`config.mk`:
```
export PLATFORM = sky130hd
export DESIGN_NAME = oc_frame_acc
export DESIGN_NICKNAME = d
export VERILOG_FILES = /design/src/rtl/oc_acc_pkg.sv /design/src/rtl/oc_frame_acc_ones_count7.sv /design/src/rtl/oc_frame_acc.sv
export SDC_FILE = /design/constraint.sdc
export NUM_CORES = 1
export LEC_CHECK = 0
export BUFFER_PORTS_ARGS = -buffer_cell sky130_fd_sc_hd__buf_4
export CAP_MARGIN = 5
export CORE_MARGIN = 2
export CORE_UTILIZATION = 40
export DETAILED_ROUTE_END_ITERATION = 10
export MAX_ROUTING_LAYER = met4
export PLACE_DENSITY_LB_ADDON = 0.3
export SKIP_LAST_GASP = 1
export SLEW_MARGIN = 20
export SYNTH_ARGS = -nofsm -noshare
export SYNTH_HDL_FRONTEND = slang
export SYNTH_SLANG_ARGS = --single-unit
```
`constraint.sdc`:
```
create_clock -name clk -period 5.1 [get_ports clk]
set_clock_uncertainty 0.05 [all_clocks]
set_input_delay 0.51 -clock clk [delete_from_list [all_inputs] [get_ports clk]]
set_output_delay 0.51 -clock clk [all_outputs]
set_load 0.02 [all_outputs]
```
`src/rtl/oc_acc_pkg.sv`:
```
// Shared types and helpers for the frame ones-count accumulator.
package oc_acc_pkg;

    typedef enum logic {
        ACCUM = 1'b0,
        HOLD  = 1'b1
    } acc_state_e;

    localparam int unsigned POP_W = 3;

    function automatic int unsigned clog2(input int unsigned v);
        int unsigned r;
        r = 0;
        while ((64'd1 << r) < 64'(v)) begin
            r = r + 1;
        end
        return r;
    endfunction

endpackage

```
`src/rtl/oc_frame_acc_ones_count7.sv`:
```
// Combinational 7-input ones count, same function as the upstream stage.
module ones_count7 (
    input  logic [6:0] data_i,
    output logic [2:0] cnt_o
);

    assign cnt_o = {2'b00, data_i[6]} + {2'b00, data_i[5]} + {2'b00, data_i[4]}
                 + {2'b00, data_i[3]} + {2'b00, data_i[2]} + {2'b00, data_i[1]}
                 + {2'b00, data_i[0]};

endmodule

```
`src/rtl/oc_frame_acc.sv`:
```
// Sums per-word ones counts over a frame (full or flushed) and holds the result
// on a valid/ready output; OC_ACC_MAXWORD_EN adds a per-frame max-count output.
module oc_frame_acc
    import oc_acc_pkg::*;
#(
    parameter int unsigned FRAME_LEN = 8,
    parameter int unsigned THRESH    = 28,
    localparam int unsigned SUM_W    = clog2(7 * FRAME_LEN + 1),
    localparam int unsigned CNT_W    = clog2(FRAME_LEN + 1)
) (
    input  logic             clk,
    input  logic             rst,
    input  logic             in_valid,
    output logic             in_ready,
    input  logic [6:0]       in_data,
    input  logic             flush,
    output logic             out_valid,
    input  logic             out_ready,
    output logic [SUM_W-1:0] out_sum,
    output logic [CNT_W-1:0] out_words,
`ifdef OC_ACC_MAXWORD_EN
    output logic [POP_W-1:0] out_max,
`endif
    output logic             out_over
);

    acc_state_e       state_q, state_d;
    logic [SUM_W-1:0] acc_q, acc_d;
    logic [CNT_W-1:0] idx_q, idx_d;
    logic [SUM_W-1:0] out_sum_q, out_sum_d;
    logic [CNT_W-1:0] out_words_q, out_words_d;
    logic             out_over_q, out_over_d;

    logic [POP_W-1:0] pop;
    logic             accept;
    logic             last_word;
    logic             do_result;
    logic [CNT_W-1:0] eff_cnt;
    logic [SUM_W-1:0] acc_sum;

    ones_count7 u_pop (
        .data_i (in_data),
        .cnt_o  (pop)
    );

    assign in_ready  = (state_q == ACCUM);
    assign out_valid = (state_q == HOLD);
    assign accept    = in_valid && in_ready;
    assign last_word = accept && (idx_q == CNT_W'(FRAME_LEN - 1));
    assign eff_cnt   = idx_q + CNT_W'(accept);
    assign acc_sum   = acc_q + (accept ? SUM_W'(pop) : SUM_W'(0));
    // A flush with nothing collected yet produces no result.
    assign do_result = in_ready && (last_word || (flush && (eff_cnt != '0)));

    always_comb begin
        state_d     = state_q;
        acc_d       = acc_q;
        idx_d       = idx_q;
        out_sum_d   = out_sum_q;
        out_words_d = out_words_q;
        out_over_d  = out_over_q;
        case (state_q)
            ACCUM: begin
                if (do_result) begin
                    out_sum_d   = acc_sum;
                    out_words_d = eff_cnt;
                    out_over_d  = (32'(acc_sum) >= 32'(THRESH));
                    acc_d       = '0;
                    idx_d       = '0;
                    state_d     = HOLD;
                end else if (accept) begin
                    acc_d = acc_sum;
                    idx_d = idx_q + CNT_W'(1);
                end
            end
            HOLD: begin
                if (out_ready) begin
                    state_d = ACCUM;
                end
            end
            default: state_d = ACCUM;
        endcase
    end

    always_ff @(posedge clk) begin
        if (rst) begin
            state_q     <= ACCUM;
            acc_q       <= '0;
            idx_q       <= '0;
            out_sum_q   <= '0;
            out_words_q <= '0;
            out_over_q  <= 1'b0;
        end else begin
            state_q     <= state_d;
            acc_q       <= acc_d;
            idx_q       <= idx_d;
            out_sum_q   <= out_sum_d;
            out_words_q <= out_words_d;
            out_over_q  <= out_over_d;
        end
    end

    assign out_sum   = out_sum_q;
    assign out_words = out_words_q;
    assign out_over  = out_over_q;

`ifdef OC_ACC_MAXWORD_EN
    logic [POP_W-1:0] max_q, max_d;
    logic [POP_W-1:0] out_max_q, out_max_d;
    logic [POP_W-1:0] max_new;

    assign max_new = (accept && (pop > max_q)) ? pop : max_q;

    always_comb begin
        max_d     = max_q;
        out_max_d = out_max_q;
        if (do_result) begin
            out_max_d = max_new;
            max_d     = '0;
        end else if (accept) begin
            max_d = max_new;
        end
    end

    always_ff @(posedge clk) begin
        if (rst) begin
            max_q     <= '0;
            out_max_q <= '0;
        end else begin
            max_q     <= max_d;
            out_max_q <= out_max_d;
        end
    end

    assign out_max = out_max_q;
`endif

endmodule

```
==> impl_metrics.ini, run 1 <==
[outcome]
status = complete, no violations

[flow_run]
maxCapViolations = 0

[grt]
grt_pass1_vias = 1118
grt_start_max_net_pins = 20
grt_pass1_wl_mm = 5.08
grtUsageTotal_pct = 16.1
antenna_found_initial = 0
grt.overflow.total = 0

[cts]
root_buffer = clkbuf_8
clock_latency_ps = 260
htreeDepth = 1
cts_tree = built
cts_buffer_depth = 2
cts.sinks = 22
clk_pin_slew_worst_paths_ps = 70
hold_buffers = 0
numCtsBuffers = 3
cts_resized = 0
cts_setup_buffers = 0

[die]
die_h_um = 64.7
dieArea_um2 = 4180
start_util_pct = 40.8
dieWidth_um = 64.7
core_area_um2 = 3610
io_pins = 25
num_rows = 22

[final_layout]
nets = 194
fin_util_pct = 46.7
final_cell_mix = 24 x buf_4, 22 x dfxtp_1, 11 x inv_1, 11 x nand2_1, 9 x ha_1
fin_cells = 215
fillers = 360
design_area_um2 = 1680
syn_to_final_growth_pct = 14.4
layout_commonest_cell = buf_4
drive_above_1_share_pct = 26.3
antennaDiodeCount = 0

[sta]
finalMaxSlewViolations = 0
slew_headroom_pct = 41.0
setup_viol = 0
tightest_slew_ps = 885
min_period_over_period_pct = 82.8
rsz0062_at_grt = no
fin_ws_ps = 877
fin_setup_tns_ps = 0
hold_violations = 0
min_period_ps = 4220
max_freq_mhz = 237

[drt]
drcViolationCount = 0
ant_nets = 0
vias = 1115
via_per_inst = 5.19
firstDrtPassIters = 4
routedWlPerCell_um = 13.8
wl_mm = 2.96
drtIter0Drc = 23

[worst_setup_path]
cp_cell_sequence = buf_4 > ha_1 > inv_1 > fa_1 > fa_1 > inv_1 > ha_1 > fa_1 > and2_1 > fa_1 > xnor2_1 > a211o_1 > or4_1 > mux2i_1
critical_path_class = in2reg
slowest_delay_ps = 500
crit_path_start_kind = input port
path_max_fanout = 4
arrival_ps = 4360
crit_path_frequent_cell = fa_1
cp_slowest_cell = fa_1
cp_data_required_time_ps = 5240
end_kind = flop

[yosys]
synth_cell_types = 48
synth_nets = 174
ys_seq_area_share_pct = 29.9
postSynthCellCount = 149
ys_seq_elements = 22
synth_edf_count = 0
ys_warn_count = 0
synthArstFlopShare_pct = 0
synth_flop_cell = dfxtp_1
syn_area_per_cell_um2 = 9.88
synth_area_um2 = 1470

[placed_design]
gp_congestion = 0.911
dp_cells = 212
dp_hpwl_mm = 2.27
place_area_um2 = 1640
dp_slack_ps = 610
io_buffers = 24

[power]
vdd_ir_drop_max_mv = 0.210
p_leak_uw = 0.000687
cellPowerDensity_nw_per_um2 = 299

[hold_path]
hold_path.class = reg2reg
==> state kept, by name (all words and copies together) (netlist names) <==
register / count
out_valid: 1
acc_q: 6
out_sum: 6
idx_q: 4
out_over: 1
out_words: 4
==> layout make-up <==
| cell class | instances | area [µm²] | share of cell area [%] |
|---|---|---|---|
| multi-input combinational | 106 | 916 | 54.4 |
| sequential | 22 | 440 | 26.2 |
| inverter | 12 | 45.0 | 2.68 |
| clock buffer | 3 | 41.3 | 2.45 |
| timing repair buffer | 24 | 180 | 10.7 |
| tap | 48 | 60.1 | 3.57 |
==> per-layer routing <==
layer,up-vias,track usage (%),part of all wire (%)
li1,567,-,-
met1,525,19.5,49
met2,21,27.2,46
met3,2,4.34,4.3
met4,0,3.19,0.54
met5,-,-,0
==> cell usage after synthesis, types with 2 or more instances <==
cell / count / area, µm²
dfxtp_1: 22 / 440
inv_1: 11 / 41.3
nand2_1: 11 / 41.3
ha_1: 9 / 113
a211oi_1: 7 / 52.6
mux2i_1: 7 / 70.1
nor2_1: 7 / 26.3
xnor2_1: 7 / 61.3
a21oi_1: 6 / 30.0
nor3_2: 6 / 60.1
clkbuf_1: 4 / 15.0
fa_1: 4 / 80.1
nor3_1: 4 / 20.0
a211oi_2: 3 / 37.5
a211o_1: 2 / 17.5
a22o_1: 2 / 17.5
and2_1: 2 / 12.5
buf_6: 2 / 22.5
nand2b_1: 2 / 12.5
nor2b_1: 2 / 12.5
xor2_1: 2 / 17.5
==> metrics by stage <==
step                power [µW]  hold WS [ps]
CTS                        511           417
finish                     504           412
global route               542           442
global placement           397           393
detailed placement         402           398
floorplan                  360           399
==> cell families after synthesis <==
| family | count (synthesis) | share of synthesized area [%] |
|---|---|---|
| AOI/OAI and AO/OA | 31 | 19.3 |
| muxes | 8 | 5.78 |
| buffers and inverters | 21 | 7.82 |
| DFF | 22 | 29.9 |
| and+or+nand+nor | 44 | 17.6 |
| adders and majority gates | 13 | 13.1 |
| xor gates and xnor gates | 10 | 6.46 |
==> where the power goes <==
group	leakage (µW)	internal, µW	switching, µW
Clock	0.0000216	52.7	52.8
Combinational	0.000487	82.6	114
Sequential	0.000179	189	13.0
Total	0.000687	324	180
==> final timing paths <==
check                             from  cells after the start                   endpoint  slack, ps
max                         in_data[5]                     14      out_over$_SDFFE_PP0P_        880
min          out_words[0]$_SDFFE_PP0P_                      2  out_words[0]$_SDFFE_PP0P_        410
max reg2reg       out_valid$_SDFF_PP0_                      9      out_over$_SDFFE_PP0P_       1760
min reg2reg  out_words[0]$_SDFFE_PP0P_                      2  out_words[0]$_SDFFE_PP0P_        410
==> critical path: cells and delay by family <==
kind                     cells  cell delay [ps]
AO/OA/AOI/OAI                1              290
XOR/XNOR                     1              230
adder cells (fa/ha/maj)      6             2310
buffers and inverters        3              220
multiplexers                 1              130
AND/OR/NAND/NOR              2              670
(Power assumes the default switching activity.)
==> run 2: changes to the inputs <==
- ABC_AREA: default -> 1
- clock period: 5.1 -> 4.15 ns (I/O delays scaled with it)
==> impl_metrics.ini, run 2 <==
[outcome]
status = complete, no violations

[sta]
whs_ps = 288
min_period_over_period_pct = 86.5
max_freq_mhz = 279
finalMaxSlewViolations = 0
tightest_slew_ps = 361
hold_violations = 0
slew_headroom_pct = 75.8
setup_viol = 0
fin_setup_tns_ps = 0
rsz0062_at_grt = no
min_period_ps = 3590

[drt]
ant_nets = 0
vias = 1115
firstDrtPassIters = 4
drtIter0Drc = 32
routedWlPerCell_um = 10.7
drcViolationCount = 0
via_per_inst = 4.67
wl_mm = 2.55

[cts]
cts_setup_buffers = 0
cts_buffer_depth = 2
root_buffer = clkbuf_4
cts.sinks = 22
htreeDepth = 1
cts_resized = 0
numCtsBuffers = 3
clk_pin_slew_worst_paths_ps = 120
clock_latency_ps = 300
cts_tree = built
hold_buffers = 0

[yosys]
yosysTopAreaCell = dfxtp_1
ys_top_cells_by_area = dfxtp_1 34%, nand2_1 9.9%, ha_1 8.7%
synth_edf_count = 0
synth_area_um2 = 1290
postSynthCellCount = 172
ys_seq_area_share_pct = 34.2
yosysTopAreaCellShare_pct = 34.2
ys_seq_elements = 22
synth_flop_cell = dfxtp_1
synth_nets = 197
synthArstFlopShare_pct = 0
yosysMostFrequentCell = nand2_1
netlist_top_cells_count = 34 x nand2_1, 29 x nor2_1, 25 x inv_1
synth_cell_types = 25
ys_warn_count = 0
syn_area_per_cell_um2 = 7.49

[grt]
grt_pass1_wl_mm = 4.27
grt_start_max_net_pins = 16
grt_pass1_vias = 992
grt.overflow.total = 0
grtUsageTotal_pct = 15.8
antenna_found_initial = 0

[worst_setup_path]
r2r_cells = 12
rrSetupSlack_ps = 1800
critical_path_class = in2reg
r2r-end = out_over$_SDFFE_PP0P_
r2r-start = out_valid$_SDFF_PP0_
path_max_fanout = 2
arrival_ps = 3750
end_kind = flop
cp_data_required_time_ps = 4310
crit_path_start_kind = input port

[flow_run]
maxCapViolations = 0

[placed_design]
place_area_um2 = 1490
io_buffers = 24
dp_cells = 236
gp_congestion = 0.870
dp_hpwl_mm = 2.05

[final_layout]
syn_to_final_growth_pct = 17.0
layout_commonest_cell = nand2_1
fin_cells = 239
antennaDiodeCount = 0
fillers = 345
drive_above_1_share_pct = 17.9
design_area_um2 = 1510
nets = 222
final_cell_mix = 34 x nand2_1, 29 x nor2_1, 25 x inv_1, 25 x buf_4, 22 x dfxtp_1

[die]
die_h_um = 60.8
dieWidth_um = 60.8
io_pins = 25
num_rows = 20
dieArea_um2 = 3690
core_area_um2 = 3050
start_util_pct = 42.2

[power]
cellPowerDensity_nw_per_um2 = 383
p_int_uw = 362
seqPwrFrac_pct = 43.8
p_sw_uw = 215
p_sw_share_pct = 37.3
vdd_ir_drop_max_mv = 0.130
p_leak_uw = 0.000730
p_clk_share_pct = 16.5
p_comb_share_pct = 39.7

[hold_path]
hold_path_end = out_sum[4]$_SDFFE_PP0P_
worstHoldStart = rst
hold_depth = 2
hold_path.class = in2reg
## run 2: cell types whose count changed after synthesis, moves of 5 or more
cell / delta
a211oi_1: -7
inv_1: +14
mux2i_1: -7
nand2_1: +23
nand3_1: +8
nor2_1: +22
nor3_2: -6
o21ai_0: +5
## run 2: metal layers
| metal | GRT usage [%] | share of wire, % | vias to the layer above |
|---|---|---|---|
| met5 | - | 0 | - |
| met4 | 4.04 | 0.82 | 0 |
| met3 | 2.77 | 4.9 | 4 |
| met2 | 27.5 | 52 | 30 |
| met1 | 18.7 | 43 | 495 |
| li1 | - | - | 586 |
## run 2: power by group through the flow
stage | sequential [µW] | combinational, µW | clock [µW]
2_1_floorplan | 277 | 148 | 0
6_report | 253 | 229 | 95.2
3_3_place_gp | 257 | 222 | 0
5_1_grt | 257 | 258 | 105
4_1_cts | 254 | 232 | 97.1
3_5_place_dp | 259 | 230 | 0
## run 2: layout make-up
cell class | count | area, µm² | area share [%]
Clock buffer | 3 | 22.5 | 1.49
Multi-Input combinational cell | 118 | 701 | 46.5
Tap cell | 44 | 55.1 | 3.65
Timing Repair Buffer | 25 | 188 | 12.4
Sequential cell | 22 | 440 | 29.2
Inverter | 27 | 101 | 6.72
## run 2: through the flow
step                      power, µW  util, %  setup WS [ps]
after floorplan                 425        -            603
after global placement          479     48.6            359
after detailed placement        489     48.6            258
after CTS                       582     49.4            561
after global routing            620     49.4            302
final                           577     49.4            561
## run 2: how the worst max path moves through the flow
stage	startpoint	to	slack, ps	cells after the start
2_1_floorplan	in_data[5]	out_over$_SDFFE_PP0P_	600	16
3_3_place_gp	in_data[5]	out_over$_SDFFE_PP0P_	360	17
3_5_place_dp	in_data[5]	out_over$_SDFFE_PP0P_	260	17
4_1_cts	in_data[5]	out_over$_SDFFE_PP0P_	560	18
5_1_grt	in_data[5]	out_over$_SDFFE_PP0P_	300	17
6_report	in_data[5]	out_over$_SDFFE_PP0P_	560	18
## run 2: critical path: stages
cell and delay [ps]:
buf_4 110, ha_1 280, inv_1 70, fa_1 420, fa_1 490, inv_1 40
ha_1 190, fa_1 500, inv_1 40, nor2_1 200, ha_1 290, nand3_1 100
nand3_1 110, nand4_1 100, nand2_1 70, nand3b_1 180, nor2_1 100, nor2_1 50
## run 2: cell families (layout without fill, tap and decap cells)
group / count (synthesis) / count (layout) / share of synthesized area [%]
flip-flops: 22 / 22 / 34.2
AND/OR/NAND/NOR: 81 / 81 / 27.0
AO/OA/AOI/OAI: 17 / 17 / 7.67
buffers and inverters: 32 / 55 / 11.5
XOR/XNOR: 7 / 7 / 4.76
adder cells (fa/ha/maj): 13 / 13 / 15.0
